[config.mk]
export PLATFORM = sky130hd
export DESIGN_NAME = spi_mosi_tx
export DESIGN_NICKNAME = d
export VERILOG_FILES = /design/src/rtl/spi_mosi_tx.sv
export SDC_FILE = /design/constraint.sdc
export NUM_CORES = 1
export LEC_CHECK = 0
export ABC_AREA = 1
export CORE_ASPECT_RATIO = 1.2
export CORE_MARGIN = 5
export CORE_UTILIZATION = 55
export CTS_CLUSTER_SIZE = 14
export DETAILED_ROUTE_END_ITERATION = 16
export PLACE_DENSITY = 0.8
export SLEW_MARGIN = 5
export SYNTH_ARGS = -nofsm -noshare
export SYNTH_HDL_FRONTEND = slang
export SYNTH_SLANG_ARGS = --single-unit
export TNS_END_PERCENT = 50
[constraint.sdc]
create_clock -name i_SCK -period 2.1 [get_ports i_SCK]
set_input_delay 0.525 -clock i_SCK [delete_from_list [all_inputs] [get_ports i_SCK]]
set_output_delay 0.525 -clock i_SCK [all_outputs]
set_load 0.02 [all_outputs]
[src/rtl/spi_mosi_tx.sv]
// -----------------------------------------------------------------------------
// spi_mosi_tx
//
// Serial MOSI shifter for the SSD1331 panel, fed by the N-byte MOSI buffer.
// SPI mode 3 (SCLK idles high, data changes on the falling edge and the slave
// samples on the rising edge), MSB first. A one-cycle o_FINAL_BIT pulse is
// raised as the last bit of a word begins. This gives the buffer time to
// present the next word before the word boundary. If i_START is high at that
// boundary, the next word follows with no SCLK gap and CS_N stays low.
//
// Parameters:
//   WIDTH    - bits per serial word
//   CLK_DIV  - system cycles per SCLK half-period (>= 1)
//   CS_SETUP - CS_N setup count before the first SCLK fall (>= 1)
//   CS_HOLD  - CS_N hold count after the last SCLK rise (>= 1)
//
// Ports:
//   i_SCK        system clock, rising edge
//   i_RST        asynchronous active-high reset (aborts any transfer)
//   i_DATA       word to shift, sampled only when a word is loaded
//   i_START      word available (level)
//   i_DC         data/command flag belonging to i_DATA
//   o_SCLK       SPI clock, idles high
//   o_MOSI       serial data
//   o_CS_N       chip select, active low
//   o_DC         D/C to the panel, updated at the first falling edge of a word
//   o_FINAL_BIT  one-cycle pulse on the first cycle of bit 0
//   o_BUSY       high whenever the FSM is not idle
//
// Optional feature (macro SPI_MOSI_TX_BYTE_CNT_EN):
//   o_BYTE_CNT   16-bit count of completed words (wraps)
//   o_CMD_SEEN   sticky flag, set when a word with D/C = 0 completes
// -----------------------------------------------------------------------------
module spi_mosi_tx #(
  parameter int WIDTH    = 8,
  parameter int CLK_DIV  = 2,
  parameter int CS_SETUP = 2,
  parameter int CS_HOLD  = 2
) (
  input  logic             i_SCK,
  input  logic             i_RST,
  input  logic [WIDTH-1:0] i_DATA,
  input  logic             i_START,
  input  logic             i_DC,
  output logic             o_SCLK,
  output logic             o_MOSI,
  output logic             o_CS_N,
  output logic             o_DC,
  output logic             o_FINAL_BIT,
  output logic             o_BUSY
`ifdef SPI_MOSI_TX_BYTE_CNT_EN
  ,
  output logic [15:0]      o_BYTE_CNT,
  output logic             o_CMD_SEEN
`endif
);

  localparam int BIT_W  = $clog2(WIDTH) + 1;
  localparam int DIV_W  = $clog2(CLK_DIV + 1);
  localparam int CS_MAX = (CS_SETUP > CS_HOLD) ? CS_SETUP : CS_HOLD;
  localparam int CS_W   = $clog2(CS_MAX + 1);

  localparam logic [BIT_W-1:0] BIT_LAST   = BIT_W'(WIDTH - 1);
  localparam logic [BIT_W-1:0] BIT_ONE    = BIT_W'(1);
  localparam logic [DIV_W-1:0] DIV_LAST   = DIV_W'(CLK_DIV - 1);
  localparam logic [CS_W-1:0]  SETUP_LAST = CS_W'(CS_SETUP);
  localparam logic [CS_W-1:0]  HOLD_LAST  = CS_W'(CS_HOLD);

  typedef enum logic [1:0] {
    IDLE  = 2'd0,
    SETUP = 2'd1,
    SHIFT = 2'd2,
    HOLD  = 2'd3
  } state_t;

  state_t             state_reg,    state_next;
  logic [WIDTH-1:0]   shift_reg,    shift_next;
  logic               dc_latch_reg, dc_latch_next;
  logic [DIV_W-1:0]   div_cnt_reg,  div_cnt_next;
  logic [BIT_W-1:0]   bit_cnt_reg,  bit_cnt_next;
  logic [CS_W-1:0]    cs_cnt_reg,   cs_cnt_next;
  logic               phase_reg,    phase_next;   // 0 = SCLK low half, 1 = high half
  logic               sclk_reg,     sclk_next;
  logic               mosi_reg,     mosi_next;
  logic               cs_n_reg,     cs_n_next;
  logic               dc_reg,       dc_next;
  logic               final_reg,    final_next;

  // State and output registers
  always_ff @(posedge i_SCK or posedge i_RST) begin
    if (i_RST) begin
      state_reg    <= IDLE;
      shift_reg    <= '0;
      dc_latch_reg <= 1'b0;
      div_cnt_reg  <= '0;
      bit_cnt_reg  <= '0;
      cs_cnt_reg   <= '0;
      phase_reg    <= 1'b0;
      sclk_reg     <= 1'b1;
      mosi_reg     <= 1'b0;
      cs_n_reg     <= 1'b1;
      dc_reg       <= 1'b0;
      final_reg    <= 1'b0;
    end else begin
      state_reg    <= state_next;
      shift_reg    <= shift_next;
      dc_latch_reg <= dc_latch_next;
      div_cnt_reg  <= div_cnt_next;
      bit_cnt_reg  <= bit_cnt_next;
      cs_cnt_reg   <= cs_cnt_next;
      phase_reg    <= phase_next;
      sclk_reg     <= sclk_next;
      mosi_reg     <= mosi_next;
      cs_n_reg     <= cs_n_next;
      dc_reg       <= dc_next;
      final_reg    <= final_next;
    end
  end

  // Next-state and output logic
  always_comb begin
    state_next    = state_reg;
    shift_next    = shift_reg;
    dc_latch_next = dc_latch_reg;
    div_cnt_next  = div_cnt_reg;
    bit_cnt_next  = bit_cnt_reg;
    cs_cnt_next   = cs_cnt_reg;
    phase_next    = phase_reg;
    sclk_next     = sclk_reg;
    mosi_next     = mosi_reg;
    cs_n_next     = cs_n_reg;
    dc_next       = dc_reg;
    final_next    = 1'b0;

    case (state_reg)
      IDLE: begin
        if (i_START) begin
          shift_next    = i_DATA;
          dc_latch_next = i_DC;
          cs_n_next     = 1'b0;
          cs_cnt_next   = '0;
          state_next    = SETUP;
        end
      end

      SETUP: begin
        if (cs_cnt_reg == SETUP_LAST) begin
          // First falling edge of the word: MSB out, D/C to the panel
          cs_cnt_next  = '0;
          state_next   = SHIFT;
          sclk_next    = 1'b0;
          phase_next   = 1'b0;
          div_cnt_next = '0;
          bit_cnt_next = BIT_LAST;
          mosi_next    = shift_reg[WIDTH-1];
          shift_next   = shift_reg << 1;
          dc_next      = dc_latch_reg;
          final_next   = (WIDTH == 1);
        end else begin
          cs_cnt_next = cs_cnt_reg + 1'b1;
        end
      end

      SHIFT: begin
        if (div_cnt_reg != DIV_LAST) begin
          div_cnt_next = div_cnt_reg + 1'b1;
        end else begin
          div_cnt_next = '0;
          if (!phase_reg) begin
            // End of the low half: rising edge, slave samples MOSI
            phase_next = 1'b1;
            sclk_next  = 1'b1;
          end else if (bit_cnt_reg != '0) begin
            // End of a high half with bits remaining: next bit on the fall
            bit_cnt_next = bit_cnt_reg - 1'b1;
            phase_next   = 1'b0;
            sclk_next    = 1'b0;
            mosi_next    = shift_reg[WIDTH-1];
            shift_next   = shift_reg << 1;
            final_next   = (bit_cnt_reg == BIT_ONE);
          end else if (i_START) begin
            // Word boundary with another word ready: reload and keep going
            dc_latch_next = i_DC;
            phase_next    = 1'b0;
            sclk_next     = 1'b0;
            bit_cnt_next  = BIT_LAST;
            mosi_next     = i_DATA[WIDTH-1];
            shift_next    = i_DATA << 1;
            dc_next       = i_DC;
            final_next    = (WIDTH == 1);
          end else begin
            // Word boundary, nothing queued: SCLK and MOSI hold, CS hold time
            state_next  = HOLD;
            cs_cnt_next = '0;
          end
        end
      end

      HOLD: begin
        if (cs_cnt_reg == HOLD_LAST) begin
          cs_cnt_next = '0;
          cs_n_next   = 1'b1;
          state_next  = IDLE;
        end else begin
          cs_cnt_next = cs_cnt_reg + 1'b1;
        end
      end

      default: begin
        state_next = IDLE;
      end
    endcase
  end

  assign o_SCLK      = sclk_reg;
  assign o_MOSI      = mosi_reg;
  assign o_CS_N      = cs_n_reg;
  assign o_DC        = dc_reg;
  assign o_FINAL_BIT = final_reg;
  assign o_BUSY      = (state_reg != IDLE);

`ifdef SPI_MOSI_TX_BYTE_CNT_EN
  logic        word_done;
  logic [15:0] byte_cnt_reg;
  logic        cmd_seen_reg;

  // Last cycle of bit 0's high half, whether or not another word follows
  assign word_done = (state_reg == SHIFT) && phase_reg &&
                     (div_cnt_reg == DIV_LAST) && (bit_cnt_reg == '0);

  always_ff @(posedge i_SCK or posedge i_RST) begin
    if (i_RST) begin
      byte_cnt_reg <= '0;
      cmd_seen_reg <= 1'b0;
    end else if (word_done) begin
      byte_cnt_reg <= byte_cnt_reg + 16'd1;
      if (!dc_reg) begin
        cmd_seen_reg <= 1'b1;
      end
    end
  end

  assign o_BYTE_CNT = byte_cnt_reg;
  assign o_CMD_SEEN = cmd_seen_reg;
`endif

endmodule

Word level (Yosys, flattened, before mapping)
Cells that the tools add are included.

storage, ports and cells
  output and inout bits = 6
  bits in registers = 25
  input port bits = 12
  word-level logic and storage cells = 113

operators by class
  reductions and logical operators = 18
  muxes and demuxes = 64
  eq/ne operators = 16
  $add $sub $neg = 3

operators by type and width
  cell                                                 number
  two-way mux 8 bit                                    6
  two-way mux 1 bit                                    28
  two-way mux 2 bit                                    14
  case mux 8 bit (3 select lines)                      1
  two-way mux 4 bit                                    5
  inequality test 2 bit, second input constant         8
  case mux 1 bit (2 select lines)                      6
  AND reduction 6 bit                                  2
  AND reduction 5 bit                                  2
  case mux 2 bit (4 select lines)                      1
  case mux 4 bit (2 select lines)                      1
  AND reduction 4 bit                                  2
  nonzero test 2 bit                                   4
  AND reduction 7 bit                                  1
  equality test 2 bit, second input constant           3
  case mux 2 bit (3 select lines)                      1
  AND reduction 3 bit                                  2
  adder 2 x 1 -> 2 bit, second input constant          2
  equality test 4 x 1 -> 1 bit, second input constant  1
  inequality test 4 bit, second input constant         1
  case mux 2 bit (2 select lines)                      1
  nonzero test 4 bit                                   1
  subtractor 4 x 1 -> 4 bit, second input constant     1
  inequality test 3 bit, second input constant         1
  6 further kinds                                      6

Logic depth before layout (Yosys ltp)
Gate-level depths: netlist of the first run.

  depth after elaboration = 5
  depth in mapped cells = 10
  depth with buffers taken out = 9

Least setup slack after synthesis of the first run
OpenSTA, ideal clock, no wires.

  path type = register to register
  start = register state_reg[0]
  end = register shift_reg[6]
  path slack = 0.568 ns
  arrival = 1.416 ns
  stages on the path, launching flop included = 9
  clock period less this slack = 1.532 ns
  required time = 1.983 ns
  library setup time = 0.117 ns
  cell sequence = dfrtp_1 -> inv_1 -> ha_1 -> buf_2 -> buf_1 -> nor2_1 -> nor2_4 -> nand2_1 -> nand2_1

between the ends
  longest elaborated chain between the ends = 3

RTL lines
  item                                                            RTL line  RTL
  start, declared                                                 76        state_t state_reg, state_next;
  start signal, assigned                                          105       state_reg <= state_next;
  equality test 2 bit (tied with other cells)                     135       case (state_reg)
  inequality test 3 bit (no source line) (tied with other cells)  n/a
  AND reduction 6 bit (no source line)                            n/a
  end signal, assigned                                            106       shift_reg <= shift_next;
  end, declared                                                   77        logic [WIDTH-1:0] shift_reg, shift_next;

Several ways; a longest one is shown, not always the timed one.
A chain may end at the register's enable or synchronous reset.

Final worst setup path of the first run
  start = register sclk_reg (netlist: o_SCLK)
  end = output port o_SCLK

RTL lines
  item                    RTL line  RTL
  start, declared         83        logic sclk_reg, sclk_next;
  start signal, assigned  112       sclk_reg <= sclk_next;
  end, declared           45        output logic o_SCLK,

No word-level cell between the ends.

==> metrics.md, run 1 <==
| Metric | Value |
|---|---|
| Max reg flops | `8` |
| Gpl congestion | `0.905` |
| CTS sink cnt | `25` |
| Final hold viol count | `0` |
| Width of the die | `58.0 µm` |
| Synth top area cells | `dfrtp_1 38%, nand2_1 18%, nand3_1 7.9%` |
| Post-route ant nets | `0` |
| TNS Setup | `0 ps` |
| Largest net degree at the start of global routing | `26` |
| Residual DRC | `0` |
| Total gr overflow | `0` |
| Reg-to-reg slack, setup | `360 ps` |
| Pins over their slew limit | `0` |
| Worst Path Required | `1570 ps` |
| Worst vdd ir | `0.832 mV` |
| Power Total | `2920 µW` |
| Number of synthesized flops with an enable pin | `0` |
| Worst hold start | `o_CS_N` |
| Total number of vias | `1386` |
| Switching power | `1470 µW` |
| Die Y-Extent | `67.6 µm` |
| Largest fanout on the critical path | `2` |
| Final #Nets | `256` |
| Leakage power | `0.000902 µW` |
| Max Clk Rate | `0.497 GHz` |
| Non-filler cells, final | `269` |
| CP arrival | `1490 ps` |
| Clock skew | `9.83 ps` |
| Switching share of power | `50.2%` |
| Post-synthesis cell type count | `24` |
| Average size of a mapped cell | `7.17 µm²` |
| Port-buffer cells | `17` |
| Worst hold endpoint | `o_CS_N` |
| Synth async-reset ratio | `100%` |
| # IOs | `18` |
| Syn Inst Count | `212` |
| Worst slew pin tran | `330 ps` |
| Number of filler cells placed in the layout | `265` |
| CP startpoint kind | `flip-flop` |
| Fin crit share | `95.8%` |
| Setup violators final | `0` |
| Internal Power | `1460 µW` |
| Synth Flop Type | `dfrtp_1` |
| Drt first pass iters | `5` |
| CP Buf/Inv Count | `1` |
| Clk Latency, worst-skew pair | `330 ps` |
| Core area | `2730 µm²` |
| Status | `completed` |
| Worst hold stages | `2` |
| CP Capture Type | `primary output` |
| Top cells by instance count after synthesis | `74 x nand2_1, 24 x nand3_1, 23 x dfrtp_1, 21 x nor2_1, 18 x inv_1` |
| Via density | `5.15` |
| Logic pwr share | `64.2%` |
| Final min period | `2010 ps` |
| Seq pwr share | `28.2%` |
| Share of layout cells above drive strength 1 | `10.2%` |
| First-pass GRT wire length | `5720 µm` |
| Site Rows | `21` |
| Reg clk slew, reported paths | `140 ps` |
| Crit-path max cell delay | `600 ps` |
| Routed WL | `3190 µm` |
| Hold Crit Class | `reg2reg` |
| Final antenna diode count | `0` |
| Slew headroom | `77.8%` |
| Yosys warns | `0` |
| Yosys top cell area share | `37.9%` |
| Max stage delay cell, worst path | `clkdlybuf4s50_1` |
| Crit-path cells | `clkdlybuf4s50_1` |
| Vias in the first global route | `1368` |
| Reg2Reg Depth | `9` |
| Clock Power Share | `7.6%` |
| Yosys top cell by area | `dfrtp_1` |
| Clk buf depth | `2` |
| Detailed Route Iter0 Violations | `47` |
| Setup Fix Bufs, Post-CTS | `0` |
| CP Class | `reg2out` |
| Crit-path leading delay family | `buffers and inverters` |
| Cells after DPL | `265` |
| Hold slack final | `480 ps` |
| Synth Net Count | `232` |
| Routed wire per std cell | `11.8 µm` |
| Total track usage | `18.5%` |
| Max Cap Viol | `0` |
| Dpl hpwl | `2450 µm` |
| Area Overhead vs Synth | `17.0%` |
| CTS tree | `done` |
| RR Startpoint | `state_reg[1]` |
| Clk root buf | `clkbuf_4` |
| Initial Util | `55.6%` |
| Mapped Area | `1520 µm²` |
| Full die area | `3920 µm²` |
| Number of H-tree levels | `1` |
| P per Cell Area | `1640 nW/µm²` |
| CTS buffer count | `3` |
| Seq cells post-synth | `25` |
| RSZ-0062 raised after global routing | `false` |
| Most common cell in the synthesized netlist | `nand2_1` |
| Register area share after synthesis | `41.3%` |
| RR Endpoint | `shift_reg[3]` |
| Initial antenna violation count | `0` |
==> power groups by stage <==
stage | clock network, µW | registers, µW | logic [µW]
after CTS | 229 | 826 | 1890
after floorplan | 0 | 860 | 1390
after global placement | 0 | 827 | 1840
after global routing | 245 | 853 | 2180
final | 221 | 826 | 1880
after detailed placement | 0 | 835 | 1890
==> cells by family after synthesis <==
logic type | synth area share [%]
AO/OA/AOI/OAI | 6.83
adder cells (fa/ha/maj) | 6.58
buffers and inverters | 6.83
flip-flops | 41.3
AND/OR/NAND/NOR | 38.4
==> per-stage QoR <==
stage	cell area (µm²)	setup slack, ps	utilization [%]
final	1780	88.7	65.1
after global routing	1780	39.0	65.1
after floorplan	1520	568	-
after detailed placement	1750	68.2	64.1
after global placement	1750	117	64.1
after CTS	1780	74.1	65.1
==> how the worst max path moves through the flow <==
| stage | depth (start not counted) | from | endpoint |
|---|---|---|---|
| finish | 1 | o_SCLK | o_SCLK |
| global route | 4 | state_reg[1] | o_BUSY |
| CTS | 1 | o_SCLK | o_SCLK |
| detailed placement | 9 | i_START | shift_reg[1] |
| global placement | 9 | i_START | shift_reg[2] |
| floorplan | 8 | state_reg[0] | shift_reg[6] |
==> cells in the final DEF (no fill, tap or decap) <==
cell             netlist  final
and2_1                 1      1
or2_2                  2      2
nand2_1               74     74
inv_2                  1      1
nand4_1                5      5
o21ai_1                1      1
nand3_2                1      1
dfrtp_1               23     23
nor3_1                 1      1
o21ai_2                1      1
a21oi_1                3      3
nand2_2                3      3
nor2_4                 1      1
buf_4                  1      7
clkbuf_4               0      3
nor2_2                 2      2
clkinv_2               0      1
dfstp_2                2      2
o21ai_0               15     15
clkdlybuf4s50_1        0     16
nand3_1               24     24
ha_1                   8      8
dlygate4sd2_1          0      1
inv_1                 18     18
nor2_1                21     21
==> layout make-up <==
| class | count | area [µm²] | area share [%] |
|---|---|---|---|
| Clock buffer | 3 | 22.5 | 1.27 |
| Clock inverter | 1 | 5.00 | 0.281 |
| Inverter | 19 | 71.3 | 4.01 |
| Multi-Input combinational cell | 163 | 788 | 44.3 |
| Sequential cell | 25 | 628 | 35.3 |
| Tap cell | 34 | 42.5 | 2.39 |
| Timing Repair Buffer | 24 | 221 | 12.4 |
==> metal layers <==
| layer | vias to the layer above | track usage (%) | share of wire, % |
|---|---|---|---|
| met3 | 4 | 2.10 | 3.2 |
| met5 | - | 0 | 0 |
| li1 | 723 | - | - |
| met1 | 631 | 22.8 | 45 |
| met2 | 28 | 32.8 | 50 |
| met4 | 0 | 6.96 | 1.4 |
==> what timing repair did <==
item	CTS	global route
hold buffers	0	0
resized for setup	1	0
setup endpoints to repair	1	0
(Power assumes the default switching activity.)
==> inputs of run 2 (changes only) <==
PLACE_DENSITY = 0.79   (was 0.8)
==> metrics.md, run 2 (synthesis gave the netlist of run 1 again) <==
| Metric | Value |
|---|---|
| Worst Path Required | `1570 ps (about the same)` |
| Worst slew pin tran | `333 ps (+3.68 ps)` |
| CTS sink cnt | `25 (unchanged)` |
| RSZ-0062 raised after global routing | `false` |
| P per Cell Area | `1630 nW/µm² (-0.53%)` |
| CTS hold repair buffers | `0 (unchanged)` |
| Non-filler cells, final | `269 (unchanged)` |
| Worst hold stages | `2 (unchanged)` |
| Reg clk slew, reported paths | `130 ps (about the same)` |
| CP arrival | `1470 ps (-20 ps)` |
| Detailed Route Iter0 Violations | `52 (+11%)` |
| Most frequent cells in the layout | `74 x nand2_1, 24 x nand3_1, 23 x dfrtp_1` |
| Clk buf depth | `2 (unchanged)` |
| TNS Setup | `0 ps (unchanged)` |
| Switching share of power | `49.7% (-0.49 points)` |
| Full die area | `3920 µm² (unchanged)` |
| Drt first pass iters | `4 (-1)` |
| Cells after DPL | `265 (unchanged)` |
| Leakage power | `0.000900 µW (-0.30%)` |
| CP Class | `reg2out` |
| Logic pwr share | `64.1% (about the same)` |
| Met1 WL | `1410 µm (-2.4%)` |
| Residual DRC | `0 (unchanged)` |
| # IOs | `18 (unchanged)` |
| Die Y-Extent | `67.6 µm (unchanged)` |
| Worst vdd ir | `0.972 mV (+17%)` |
| Via density | `5.05 (-1.9%)` |
| Largest fanout on the critical path | `2 (unchanged)` |
| Crit-path leading delay family | `buffers and inverters` |
| Crit-path max cell delay | `600 ps (about the same)` |
| Largest net degree at the start of global routing | `26 (unchanged)` |
| Seq pwr share | `28.4% (+0.2 points)` |
| Site Rows | `21 (unchanged)` |
| Clock Power Share | `7.5% (about the same)` |
| Internal Power | `1460 µW (+0.38%)` |
| Gpl congestion | `0.850 (-6.1%)` |
| Clk root buf | `clkbuf_4` |
| Width of the die | `58.0 µm (unchanged)` |
| Post-CTS sizing | `1 (unchanged)` |
| First-pass GRT wire length | `5700 µm (-0.37%)` |
| Number of filler cells placed in the layout | `252 (-4.9%)` |
| Initial Util | `55.6% (unchanged)` |
| Hold slack final | `473 ps (-6.44 ps)` |
| Area Overhead vs Synth | `17.0% (about the same)` |
| Worst hold start | `o_CS_N` |
| Total number of vias | `1359 (-1.9%)` |
| Max Clk Rate | `0.501 GHz (+0.71%)` |
| Switching power | `1440 µW (-1.6%)` |
| Routed wire per std cell | `11.4 µm (-3.5%)` |
| Total track usage | `18.4% (-0.069 points)` |
| RR Endpoint | `shift_reg[2]` |
| Final hold viol count | `0 (unchanged)` |
| Max Cap Viol | `0 (unchanged)` |
| CTS buffer count | `3 (unchanged)` |
| Most common cell after layout, fill and taps aside | `nand2_1` |
| Max stage delay cell, worst path | `clkdlybuf4s50_1` |
| Crit-path cells | `clkdlybuf4s50_1` |
| Vias in the first global route | `1372 (+0.29%)` |
| Clock skew | `1.89 ps (-7.94 ps)` |
| Dpl hpwl | `2350 µm (-3.8%)` |
| Setup violators final | `0 (unchanged)` |
| Final antenna diode count | `0 (unchanged)` |
| RR Startpoint | `state_reg[1]` |
| Share of layout cells above drive strength 1 | `9.79% (-0.43 points)` |
| DR WL met2 | `1510 µm (-5.9%)` |
| Pins over their slew limit | `0 (unchanged)` |
| Status | `completed` |
| Final min period | `2000 ps (-14.2 ps)` |
| CTS tree | `done` |
| Max reg flops | `8 (unchanged)` |
| Post-route cell area | `1780 µm² (about the same)` |
| Fin crit share | `95.1% (-0.68 points)` |
| Reg-to-reg slack, setup | `370 ps (about the same)` |
| Hold Crit Class | `reg2reg` |
| Routed WL | `3070 µm (-3.5%)` |
| CP startpoint kind | `flip-flop` |
| Post-layout util | `65.1% (about the same)` |
| Number of H-tree levels | `1 (unchanged)` |
| Met3 wire length | `82 µm (-20%)` |
| Total gr overflow | `0 (unchanged)` |
| Worst hold endpoint | `o_CS_N` |
| Slew headroom | `77.8% (about the same)` |
| CP Buf/Inv Count | `1 (unchanged)` |
| Clk Latency, worst-skew pair | `320 ps (about the same)` |
| Post-route ant nets | `0 (unchanged)` |
| CP Capture Type | `primary output` |
| Setup Fix Bufs, Post-CTS | `0 (unchanged)` |
| Final #Nets | `256 (unchanged)` |
| Placed Instance Area | `1750 µm² (unchanged)` |
| Initial antenna violation count | `0 (unchanged)` |
| Core area | `2730 µm² (unchanged)` |
| Top sig layer | `met4` |
| Reg2Reg Depth | `9 (unchanged)` |
| Port-buffer cells | `17 (unchanged)` |
[run 2: per-layer routing]
| layer | GRT usage [%] | up-vias |
|---|---|---|
| met3 | 1.72 | 9 |
| met4 | 8.99 | 0 |
| met2 | 31.4 | 21 |
| li1 | - | 720 |
| met1 | 23.2 | 609 |
| met5 | 0 | - |
[run 2: stage by stage]
stage | total power, µW | setup WS [ps]
after global routing | 3270 | 50.0
after CTS | 2930 | 85.7
after floorplan | 2250 | 568
after detailed placement | 2710 | 85.4
final | 2910 | 103
after global placement | 2670 | 124
[run 2: final cells by class]
| class | instances | area (µm²) | share of cell area, % |
|---|---|---|---|
| inverters | 19 | 71.3 | 4.01 |
| well taps | 34 | 42.5 | 2.39 |
| flip-flops and latches | 25 | 628 | 35.3 |
| repair buffers | 24 | 221 | 12.5 |
| multi-input cells | 163 | 788 | 44.3 |
| clock buffers | 4 | 26.3 | 1.48 |
[run 2: worst max-delay path by stage]
stage | cells past startpoint | startpoint | end | slack (ps)
after floorplan | 8 | state_reg[0] | shift_reg[6] | 570
after global placement | 9 | i_START | shift_reg[2] | 120
after detailed placement | 9 | i_START | shift_reg[2] | 90
after CTS | 1 | o_SCLK | o_SCLK | 90
after global routing | 1 | o_SCLK | o_SCLK | 50
final | 1 | o_SCLK | o_SCLK | 100
[run 2: power groups by stage]
| stage | Combinational [µW] | Sequential, µW | Clock (µW) |
|---|---|---|---|
| final | 1860 | 825 | 218 |
| after global routing | 2170 | 859 | 240 |
| after CTS | 1880 | 826 | 224 |
| after detailed placement | 1880 | 834 | 0 |
| after global placement | 1850 | 829 | 0 |
| after floorplan | 1390 | 860 | 0 |
==> inputs of run 3 (changes only) <==
CTS_BUF_LIST = sky130_fd_sc_hd__clkbuf_16   (was not set)
MAX_ROUTING_LAYER = met4   (was not set)
==> metrics.md, run 3 (synthesis gave the netlist of run 1 again) <==
| Metric | Value |
|---|---|
| Status | `completed` |
| Leakage power | `0.000927 µW (+3.0%)` |
| Non-filler cells, final | `269 (unchanged)` |
| Die Y-Extent | `67.6 µm (unchanged)` |
| Crit-path max cell delay | `600 ps (about the same)` |
| Reg clk slew, reported paths | `60 ps (-70 ps)` |
| Grt met3 use | `2.68% (+0.96 points)` |
| Vias in the first global route | `1420 (+3.5%)` |
| Residual DRC | `0 (unchanged)` |
| Total track usage | `19.7% (+1.3 points)` |
| Clk Latency, worst-skew pair | `260 ps (-60 ps)` |
| CP Class | `reg2out` |
| Drt first pass iters | `4 (unchanged)` |
| Hold slack final | `465 ps (-8.93 ps)` |
| Final antenna diode count | `0 (unchanged)` |
| Max Clk Rate | `0.524 GHz (+4.5%)` |
| Max stage delay cell, worst path | `clkdlybuf4s50_1` |
| CP Buf/Inv Count | `1 (unchanged)` |
| Final #Nets | `256 (unchanged)` |
| Largest net degree at the start of global routing | `26 (unchanged)` |
| Final hold viol count | `0 (unchanged)` |
| Total gr overflow | `0 (unchanged)` |
| Worst slew pin tran | `340 ps (+6.86 ps)` |
| P per Cell Area | `1710 nW/µm² (+4.5%)` |
| Via density | `5.18 (+2.5%)` |
| Setup Fix Bufs, Post-CTS | `0 (unchanged)` |
| Number of filler cells placed in the layout | `243 (-3.6%)` |
| # IOs | `18 (unchanged)` |
| Full die area | `3920 µm² (unchanged)` |
| Site Rows | `21 (unchanged)` |
| Most common cell after layout, fill and taps aside | `nand2_1` |
| TNS Setup | `0 ps (unchanged)` |
| CP arrival | `1390 ps (-80 ps)` |
| Core area | `2730 µm² (unchanged)` |
| Max Cap Viol | `0 (unchanged)` |
| Routed wire per std cell | `12.0 µm (+5.0%)` |
| Clock skew | `1.22 ps (-0.673 ps)` |
| Met1 Usage GRT | `23.4% (+0.12 points)` |
| Worst vdd ir | `0.989 mV (+1.8%)` |
| Largest fanout on the critical path | `2 (unchanged)` |
| Share of layout cells above drive strength 1 | `9.79% (unchanged)` |
| Initial antenna violation count | `0 (unchanged)` |
| CTS buffer count | `3 (unchanged)` |
| Final min period | `1910 ps (-86.9 ps)` |
| Levels on crit path | `1 (unchanged)` |
| Worst Path Required | `1570 ps (about the same)` |
| CP Capture Type | `primary output` |
| Detailed Route Iter0 Violations | `38 (-27%)` |
| CTS tree | `done` |
| Number of H-tree levels | `1 (unchanged)` |
| Initial Util | `55.6% (unchanged)` |
| Fin crit share | `91.0% (-4.1 points)` |
| Clk buf depth | `2 (unchanged)` |
| Slew headroom | `77.3% (-0.46 points)` |
| CP startpoint kind | `flip-flop` |
| Pins over their slew limit | `0 (unchanged)` |
| Cells after DPL | `265 (unchanged)` |
| Crit-path cells | `clkdlybuf4s50_1` |
| Gpl congestion | `0.863 (+1.6%)` |
| Most frequent cells in the layout | `74 x nand2_1, 24 x nand3_1, 23 x dfrtp_1` |
| GRT busiest layer | `met2` |
| Max reg flops | `8 (unchanged)` |
| Met2 usage | `33.3% (+2.0 points)` |
| Reg2Reg Depth | `9 (unchanged)` |
| Routed WL | `3230 µm (+5.0%)` |
| Setup violators final | `0 (unchanged)` |
| Post-route ant nets | `0 (unchanged)` |
| First-pass GRT wire length | `5910 µm (+3.8%)` |
| Hold Crit Class | `reg2reg` |
| RSZ-0062 raised after global routing | `false` |
| Crit-path leading delay family | `buffers and inverters` |
| Area Overhead vs Synth | `20.4%` |
| Area of the multi-input gates | `788 µm² (unchanged)` |
| Total number of vias | `1393 (+2.5%)` |
| CTS sink cnt | `25 (unchanged)` |
| Worst hold stages | `2 (unchanged)` |
| Width of the die | `58.0 µm (unchanged)` |
| Port-buffer cells | `17 (unchanged)` |
| Reg area | `628 µm² (unchanged)` |
| Dpl hpwl | `2350 µm (unchanged)` |
| Clk root buf | `clkbuf_16` |
==> run 3: changes by cell type in the layout (fill, tap and decap cells not counted) <==
cell,previous run,this run
clkbuf_16,0,3
clkbuf_4,3,0
inv_1,18,19
clkbuf_1,1,0
==> run 3: metrics by stage <==
step	power (µW)	utilization [%]	setup slack [ps]	area, µm²
final	3130	67.0	190	1830
after global routing	3490	67.0	147	1830
after CTS	3140	67.0	180	1830
after detailed placement	2710	64.1	85.4	1750
after global placement	2670	64.1	124	1750
after floorplan	2250	-	568	1520
==> run 3: worst paths after layout <==
check | slack (ps) | startpoint | to
max | 190 | o_SCLK | o_SCLK
max in group asynchronous | 1190 | i_RST | o_CS_N
min reg2reg | 460 | o_CS_N | o_CS_N
min | 460 | o_CS_N | o_CS_N
max reg2reg | 350 | state_reg[1] | shift_reg[2]
min in group asynchronous | 620 | i_RST | bit_cnt_reg[2]
==> run 3: metal layers <==
metal  share of wire (%)  vias up
met5                   0        -
li1                    -      717
met1                  44      637
met3                 3.2        8
met4                 2.4        0
met2                  51       31
==> run 3: layout make-up <==
type	instances	share of cell area [%]
clock buffer	3	4.10
clock inverter	1	0.205
inverter	19	3.90
multi-input combinational	163	43.1
sequential	25	34.3
tap	34	2.32
timing repair buffer	24	12.1
==> run 3: what timing repair did <==
action                                  in CTS  in global routing
resized for setup                            1                  0
hold buffers                                 0                  0
endpoints found under the setup margin       1                  0
hold endpoints to repair                     0                  0
==> run 3: power breakdown <==
part           leakage [µW]  switching [µW]  internal [µW]  total [µW]
clock network     0.0000423             162            254         416
registers          0.000312             115            713         828
logic              0.000573            1210            678        1880
total              0.000927            1480           1650        3130
